File: src/rtl/uart_pkg.sv
// Shared UART definitions for the host-side transmitter.
// Contents: transmitter FSM state type, data-bit count, idle line level.
package uart_pkg;

  typedef enum logic [1:0] {IDLE, START, DATA, STOP} uart_tx_state_t;

  localparam int   UART_DATA_BITS = 8;
  localparam logic UART_IDLE_LVL  = 1'b1;

endpackage

File: src/rtl/uart_tx_fifo.sv
// Synchronous byte FIFO feeding the UART transmitter.
// Ports:
//   clk, rstn      clock, asynchronous active-low reset (empties the FIFO)
//   push, wdata    write strobe and data (ignored while full)
//   pop            read strobe (ignored while empty)
//   rdata          head entry, combinational; valid whenever !empty
//   full, empty    status from registered count
//   count          entries held, 0..DEPTH
module uart_tx_fifo #(
  parameter int DEPTH = 16,
  parameter int WIDTH = 8
) (
  input  logic                     clk,
  input  logic                     rstn,
  input  logic                     push,
  input  logic [WIDTH-1:0]         wdata,
  input  logic                     pop,
  output logic [WIDTH-1:0]         rdata,
  output logic                     full,
  output logic                     empty,
  output logic [$clog2(DEPTH):0]   count
);

  localparam int AW = $clog2(DEPTH);
  localparam int CW = AW + 1;
  localparam logic [CW-1:0] FULL_CNT = CW'(DEPTH);

  logic [AW-1:0]    wr_ptr_q, wr_ptr_d;
  logic [AW-1:0]    rd_ptr_q, rd_ptr_d;
  logic [CW-1:0]    count_q, count_d;
  logic [WIDTH-1:0] mem_q [DEPTH];
  logic             do_push, do_pop;

  assign full    = (count_q == FULL_CNT);
  assign empty   = (count_q == '0);
  assign count   = count_q;
  assign rdata   = mem_q[rd_ptr_q];
  assign do_push = push & ~full;
  assign do_pop  = pop & ~empty;

  // DEPTH is a power of two, so the pointers wrap on their own.
  always_comb begin
    wr_ptr_d = wr_ptr_q + AW'(do_push);
    rd_ptr_d = rd_ptr_q + AW'(do_pop);
    count_d  = count_q + CW'(do_push) - CW'(do_pop);
  end

  always_ff @(posedge clk or negedge rstn) begin
    if (!rstn) begin
      wr_ptr_q <= '0;
      rd_ptr_q <= '0;
      count_q  <= '0;
    end else begin
      wr_ptr_q <= wr_ptr_d;
      rd_ptr_q <= rd_ptr_d;
      count_q  <= count_d;
    end
  end

  // Storage carries no reset; only the pointers define what is valid.
  always_ff @(posedge clk) begin
    if (do_push) mem_q[wr_ptr_q] <= wdata;
  end

endmodule

File: src/rtl/uart_host_tx.sv
// Host-side UART transmitter: serialises a byte stream onto rxd with
// 8N1 / 8N2 framing, gated by the peer's cts.
// Ports:
//   clk, rstn        clock, asynchronous active-low reset
//   cfg_div          bit period = cfg_div+1 clocks (latched per frame)
//   cfg_two_stop     0: one stop bit, 1: two stop bits (latched per frame)
//   in_valid/in_data/in_ready   byte input, push = in_valid & in_ready
//   cts              peer ready, asynchronous
//   rxd              serial output, idle high, registered
//   busy             frame in progress or FIFO non-empty
//   fifo_count       bytes waiting in the FIFO
module uart_host_tx
  import uart_pkg::*;
#(
  parameter int FIFO_DEPTH = 16,
  parameter int DIV_W      = 16
) (
  input  logic                          clk,
  input  logic                          rstn,
  input  logic [DIV_W-1:0]              cfg_div,
  input  logic                          cfg_two_stop,
  input  logic                          in_valid,
  input  logic [7:0]                    in_data,
  output logic                          in_ready,
  input  logic                          cts,
  output logic                          rxd,
  output logic                          busy,
  output logic [$clog2(FIFO_DEPTH):0]   fifo_count
);

  localparam int IW = $clog2(UART_DATA_BITS);
  localparam logic [IW-1:0] LAST_BIT = IW'(UART_DATA_BITS - 1);

  logic                      push, pop, full, empty;
  logic [7:0]                head;

  uart_tx_state_t            state_q, state_d;
  logic [DIV_W-1:0]          timer_q, timer_d;
  logic [DIV_W-1:0]          div_q, div_d;
  logic                      two_stop_q, two_stop_d;
  logic                      second_stop_q, second_stop_d;
  logic [IW-1:0]             idx_q, idx_d;
  logic [7:0]                shift_q, shift_d;
  logic                      rxd_q, rxd_d;
  logic                      cts_meta_q, cts_s_q;
  logic                      bit_end;

  assign in_ready = ~full;
  assign push     = in_valid & in_ready;
  assign rxd      = rxd_q;
  assign busy     = (state_q != IDLE) | (fifo_count != '0);

  uart_tx_fifo #(
    .DEPTH (FIFO_DEPTH),
    .WIDTH (8)
  ) u_fifo (
    .clk   (clk),
    .rstn  (rstn),
    .push  (push),
    .wdata (in_data),
    .pop   (pop),
    .rdata (head),
    .full  (full),
    .empty (empty),
    .count (fifo_count)
  );

  assign bit_end = (timer_q == '0);

  always_comb begin
    state_d       = state_q;
    timer_d       = timer_q;
    div_d         = div_q;
    two_stop_d    = two_stop_q;
    second_stop_d = second_stop_q;
    idx_d         = idx_q;
    shift_d       = shift_q;
    pop           = 1'b0;

    case (state_q)
      IDLE: begin
        // Frame start: pop head and freeze this frame's configuration.
        if (!empty && cts_s_q) begin
          pop           = 1'b1;
          state_d       = START;
          shift_d       = head;
          div_d         = cfg_div;
          two_stop_d    = cfg_two_stop;
          second_stop_d = 1'b0;
          timer_d       = cfg_div;
        end
      end
      START: begin
        if (bit_end) begin
          state_d = DATA;
          idx_d   = '0;
          timer_d = div_q;
        end else begin
          timer_d = timer_q - DIV_W'(1);
        end
      end
      DATA: begin
        if (bit_end) begin
          timer_d = div_q;
          shift_d = shift_q >> 1;
          if (idx_q == LAST_BIT) begin
            state_d       = STOP;
            second_stop_d = 1'b0;
          end else begin
            idx_d = idx_q + IW'(1);
          end
        end else begin
          timer_d = timer_q - DIV_W'(1);
        end
      end
      STOP: begin
        // Two stop bits are timed as two full bit periods, so the timer
        // never needs to hold 2*(div+1).
        if (bit_end) begin
          if (two_stop_q && !second_stop_q) begin
            second_stop_d = 1'b1;
            timer_d       = div_q;
          end else begin
            state_d = IDLE;
          end
        end else begin
          timer_d = timer_q - DIV_W'(1);
        end
      end
      default: state_d = IDLE;
    endcase

    // Line level follows the next state so rxd is a clean register output.
    case (state_d)
      START:   rxd_d = ~UART_IDLE_LVL;
      DATA:    rxd_d = shift_d[0];
      default: rxd_d = UART_IDLE_LVL;
    endcase
  end

  always_ff @(posedge clk or negedge rstn) begin
    if (!rstn) begin
      state_q       <= IDLE;
      timer_q       <= '0;
      div_q         <= '0;
      two_stop_q    <= 1'b0;
      second_stop_q <= 1'b0;
      idx_q         <= '0;
      shift_q       <= '0;
      rxd_q         <= UART_IDLE_LVL;
      cts_meta_q    <= 1'b0;
      cts_s_q       <= 1'b0;
    end else begin
      state_q       <= state_d;
      timer_q       <= timer_d;
      div_q         <= div_d;
      two_stop_q    <= two_stop_d;
      second_stop_q <= second_stop_d;
      idx_q         <= idx_d;
      shift_q       <= shift_d;
      rxd_q         <= rxd_d;
      cts_meta_q    <= cts;
      cts_s_q       <= cts_meta_q;
    end
  end

endmodule

File: config.mk
export PLATFORM = sky130hd
export DESIGN_NAME = uart_host_tx
export DESIGN_NICKNAME = d
export VERILOG_FILES = /design/src/rtl/uart_pkg.sv /design/src/rtl/uart_tx_fifo.sv /design/src/rtl/uart_host_tx.sv
export SDC_FILE = /design/constraint.sdc
export NUM_CORES = 1
export LEC_CHECK = 0
export BUFFER_PORTS_ARGS = -buffer_cell sky130_fd_sc_hd__buf_2
export CAP_MARGIN = 10
export CORE_MARGIN = 2
export CORE_UTILIZATION = 55
export DETAILED_ROUTE_END_ITERATION = 10
export PLACE_DENSITY = 0.75
export SLEW_MARGIN = 20
export SYNTH_ARGS = -nofsm -noshare
export SYNTH_HDL_FRONTEND = slang
export SYNTH_HIERARCHICAL = 1
export SYNTH_SLANG_ARGS = --single-unit
File: constraint.sdc
create_clock -name clk -period 3.8 [get_ports clk]
set_clock_uncertainty 0.1 [all_clocks]
set_input_delay 0.19 -clock clk [delete_from_list [all_inputs] [get_ports clk]]
set_output_delay 0.19 -clock clk [all_outputs]
set_load 0.05 [all_outputs]
==> key figures <==
GRT
  – Vias in the first global route: 5242
  – First-pass GRT wire length: 28460 µm
  – Largest net degree at the start of global routing: 47
  – Initial antenna violation count: 0
  – Total GRT Usage: between 20% and 30%
  – Overflow left after global routing: 0

Route
  – Vias per cell: 6.232
  – DRC viols: 0
  – Via count: between 5000 and 6000
  – Initial DRT Pass Iterations: 5
  – Wirelength per Cell: roughly 21 µm
  – Post-route antenna net violation count: 0
  – Total Wirelength: 18090 µm
  – Initial drt markers: approximately 660

Timing
  – Least-Margin Pin Slew: 824.9 ps
  – Post-route minimum period: 3313 ps
  – Final Cycle Share: 87.17%
  – Final hold vios: 0
  – # setup viols final: 0
  – Unrepaired setup endpoints after global routing: no
  – TNS Setup: 0 ps
  – Rel. slew slack: 44.80%
  – Final Max Tran Viols: 0
  – Max Freq: 0.3019 GHz

Critical path
  – CP max stage delay: 640 ps
  – Worst path top cell family by delay: adder cells
  – Class of the most critical setup path: reg2reg
  – R2R Path End: u_fifo/count[4]
  – CP startpoint kind: register
  – Crit Path Max Fanout: 4
  – Critical Path Source: u_fifo/count[2]
  – CP endpoint kind: register
  – Critical path arrival: 3560 ps
  – Reg2Reg Setup Slack: between 400 and 500 ps
  – CP max stage cell: or4b_2
  – Worst EP required: approximately 4100 ps
  – Worst path most repeated cell: inv_1
  – Worst R2R Start: u_fifo/count[2]
  – CP Capture Point: u_fifo/count[4]
  – Critical-path cell list: inv_1, ha_1, nor4b_1, or4b_2, clkinv_1, nor2b_1, ha_1, inv_1, ha_1, inv_1, fa_1, inv_1, a21oi_1, o21bai_1, xnor2_1
  – Worst Reg2Reg Path Length in Cells: 15
  – Critical path depth in cells: 15
  – Worst path bufs/invs: 5

Cells and area
  – Area occupied by multi-input gates: between 2000 and 3000 µm²
  – Seq. cell area: 5425 µm²
  – Post-route cell area: 9462 µm²
  – Antenna cells: 0
  – Filler Cells Inserted: 1106
  – Area Growth Syn to Fin: 12.38%
  – Commonest non-fill, non-tap cell in the layout: edfxtp_1
  – Non-Filler Instances: 868
  – Fin nets: 711
  – Fraction of layout cells with a size suffix above 1: ~17%
  – Most frequent cells in the layout: edfxtp_1 (128), nand2_1 (83), dfrtp_1 (59)

CTS
  – TritonCTS clock tree: built
  – CTS resizes: 0
  – CTS Buffer Depth: 2
  – Skew-Pair Late Insertion Delay: 440 ps
  – H-tree levels: 4
  – Clk sinks: 191
  – Clock-pin slew on the worst setup and hold paths: 70 ps
  – CTS Buf Count: 17
  – Root buffer cell: clkbuf_16

Placed design
  – Placed insts: 819
  – I/O Buffers: 36
  – GP Congestion: slightly below 0.9
  – Cell Area, Placed: ~8700 µm²
  – HPWL after detailed placement: approximately 12000 µm

Synth
  – Synthesized net count: 661
  – Syn_area_per_cell: 13.62 µm²
  – Seq/Total Area, Yosys: 64.39%
  – Async SR Flop Fraction: 32.98%
  – Syn. warnings: 6
  – Post-synth EDFFs: between 100 and 150
  – FF+latch count, synth: between 150 and 200
  – Synth cell types: 67
  – Synth Instances: about 620
  – Main synth FF type: edfxtp_1
  – Mapped Area: 8419 µm²

Floorplanning
  – Die W: 127.7 µm
  – Die area: 16310 µm²
  – Num ports: 37
  – Core area: 15090 µm²
  – Rows: 45
  – Initial core utilization: 55.80%
  – Chip height: approximately 130 µm

Power and ir drop
  – Leakage power: 3.634 nW
  – Power Density: 620.3 nW/µm²
  – Max VDD drop: about 0.41 mV

Flow run
  – Max-cap violations: 0

Status
  – Status: complete, no violations

Min path
  – Worst min path class: in2reg
==> synthesized netlist by cell type, drive strengths merged, types with 6 or more instances <==
cell,instances,area share (%)
nand2,83,3.7
inv,21,0.94
or3,10,0.74
dfrtp,62,18
edfxtp,128,46
xnor2,6,0.62
a21oi,19,1.1
nor2,31,1.4
nor3,20,1.3
nor4,6,0.59
xor2,7,0.73
clkbuf,19,0.86
buf,18,2.0
mux2i,33,3.9
a221oi,16,1.8
mux4,16,4.3
a22oi,18,1.6
ha,13,1.9
o21ai,23,1.4
==> report_power, final <==
group | switching, mW | total (mW) | internal [mW]
clock | 0.816 | 1.74 | 0.927
combinational | 0.718 | 1.26 | 0.540
sequential | 0.303 | 2.87 | 2.56
==> registers in the layout (all words and copies together) (netlist names) <==
name,cells
u_fifo/rd_ptr_q,4
timer_q,16
rxd,1
second_stop_q,1
u_fifo/count,5
div_q,16
shift_q,8
two_stop_q,1
state_q,2
u_fifo/mem_q,128
idx_q,3
u_fifo/wr_ptr_q,4
cts_meta_q,1
cts_s_q,1
==> stage by stage <==
stage,total power [mW],hold WS [ps],setup WS (ps),util (%)
floorplan,3.820,-205.6,80.12,-
global placement,4.059,203.8,659.2,57.71
detailed placement,4.128,204.6,510.5,57.71
CTS,5.887,4.426,486.0,62.69
global route,6.129,10.02,323.1,62.70
finish,5.869,10.63,487.4,62.70
==> logic make-up (layout without fill, tap and decap cells) <==
family	count (synthesis)	after routing	synth area share (%)
adder cells (fa/ha/maj)	14	14	2.170
multiplexers	49	49	8.203
flip-flops	191	191	64.39
AND/OR/NAND/NOR	174	174	9.808
buffers and inverters	59	121	3.804
XOR/XNOR	13	13	1.352
AO/OA/AOI/OAI	118	118	10.27
==> worst register-to-register path, stage by stage, from the launching register on <==
cell and delay (ps):
dfrtp_2 390, inv_1 70, ha_1 210, nor4b_1 170
or4b_2 640, clkinv_1 80, nor2b_1 210, ha_1 260
inv_1 60, ha_1 160, inv_1 60, fa_1 400
inv_1 70, a21oi_1 60, o21bai_1 160, xnor2_1 140
==> timing repair <==
item	in CTS	in global routing
buffers inserted	0	0
hold endpoints to repair	74	0
hold buffers	18	0
==> worst min path at each step <==
stage	cells past startpoint	to	slack, ps	from
after global routing	3	div_q[0]	10	cfg_div[0]
after global placement	1	cts_meta_q	200	cts
after CTS	3	div_q[0]	4	cfg_div[0]
after floorplan	0	cts_meta_q	-210	rstn
final	3	div_q[0]	10	cfg_div[0]
after detailed placement	1	cts_meta_q	200	cts
==> cell type report <==
type	instances	share of cell area (%)
clock inverter	13	1.494
multi-input combinational	368	28.33
sequential	191	57.34
clock buffer	18	4.536
inverter	22	0.8728
timing repair buffer	68	4.946
tap	188	2.486
==> routing by layer <==
metal  global-route usage, %  wire length, µm
met5                       0                0
met2                   39.01             8930
met4                   9.438              585
met3                   5.509             1059
met1                   30.11             7514
Power figures use the tool's default switching activity.
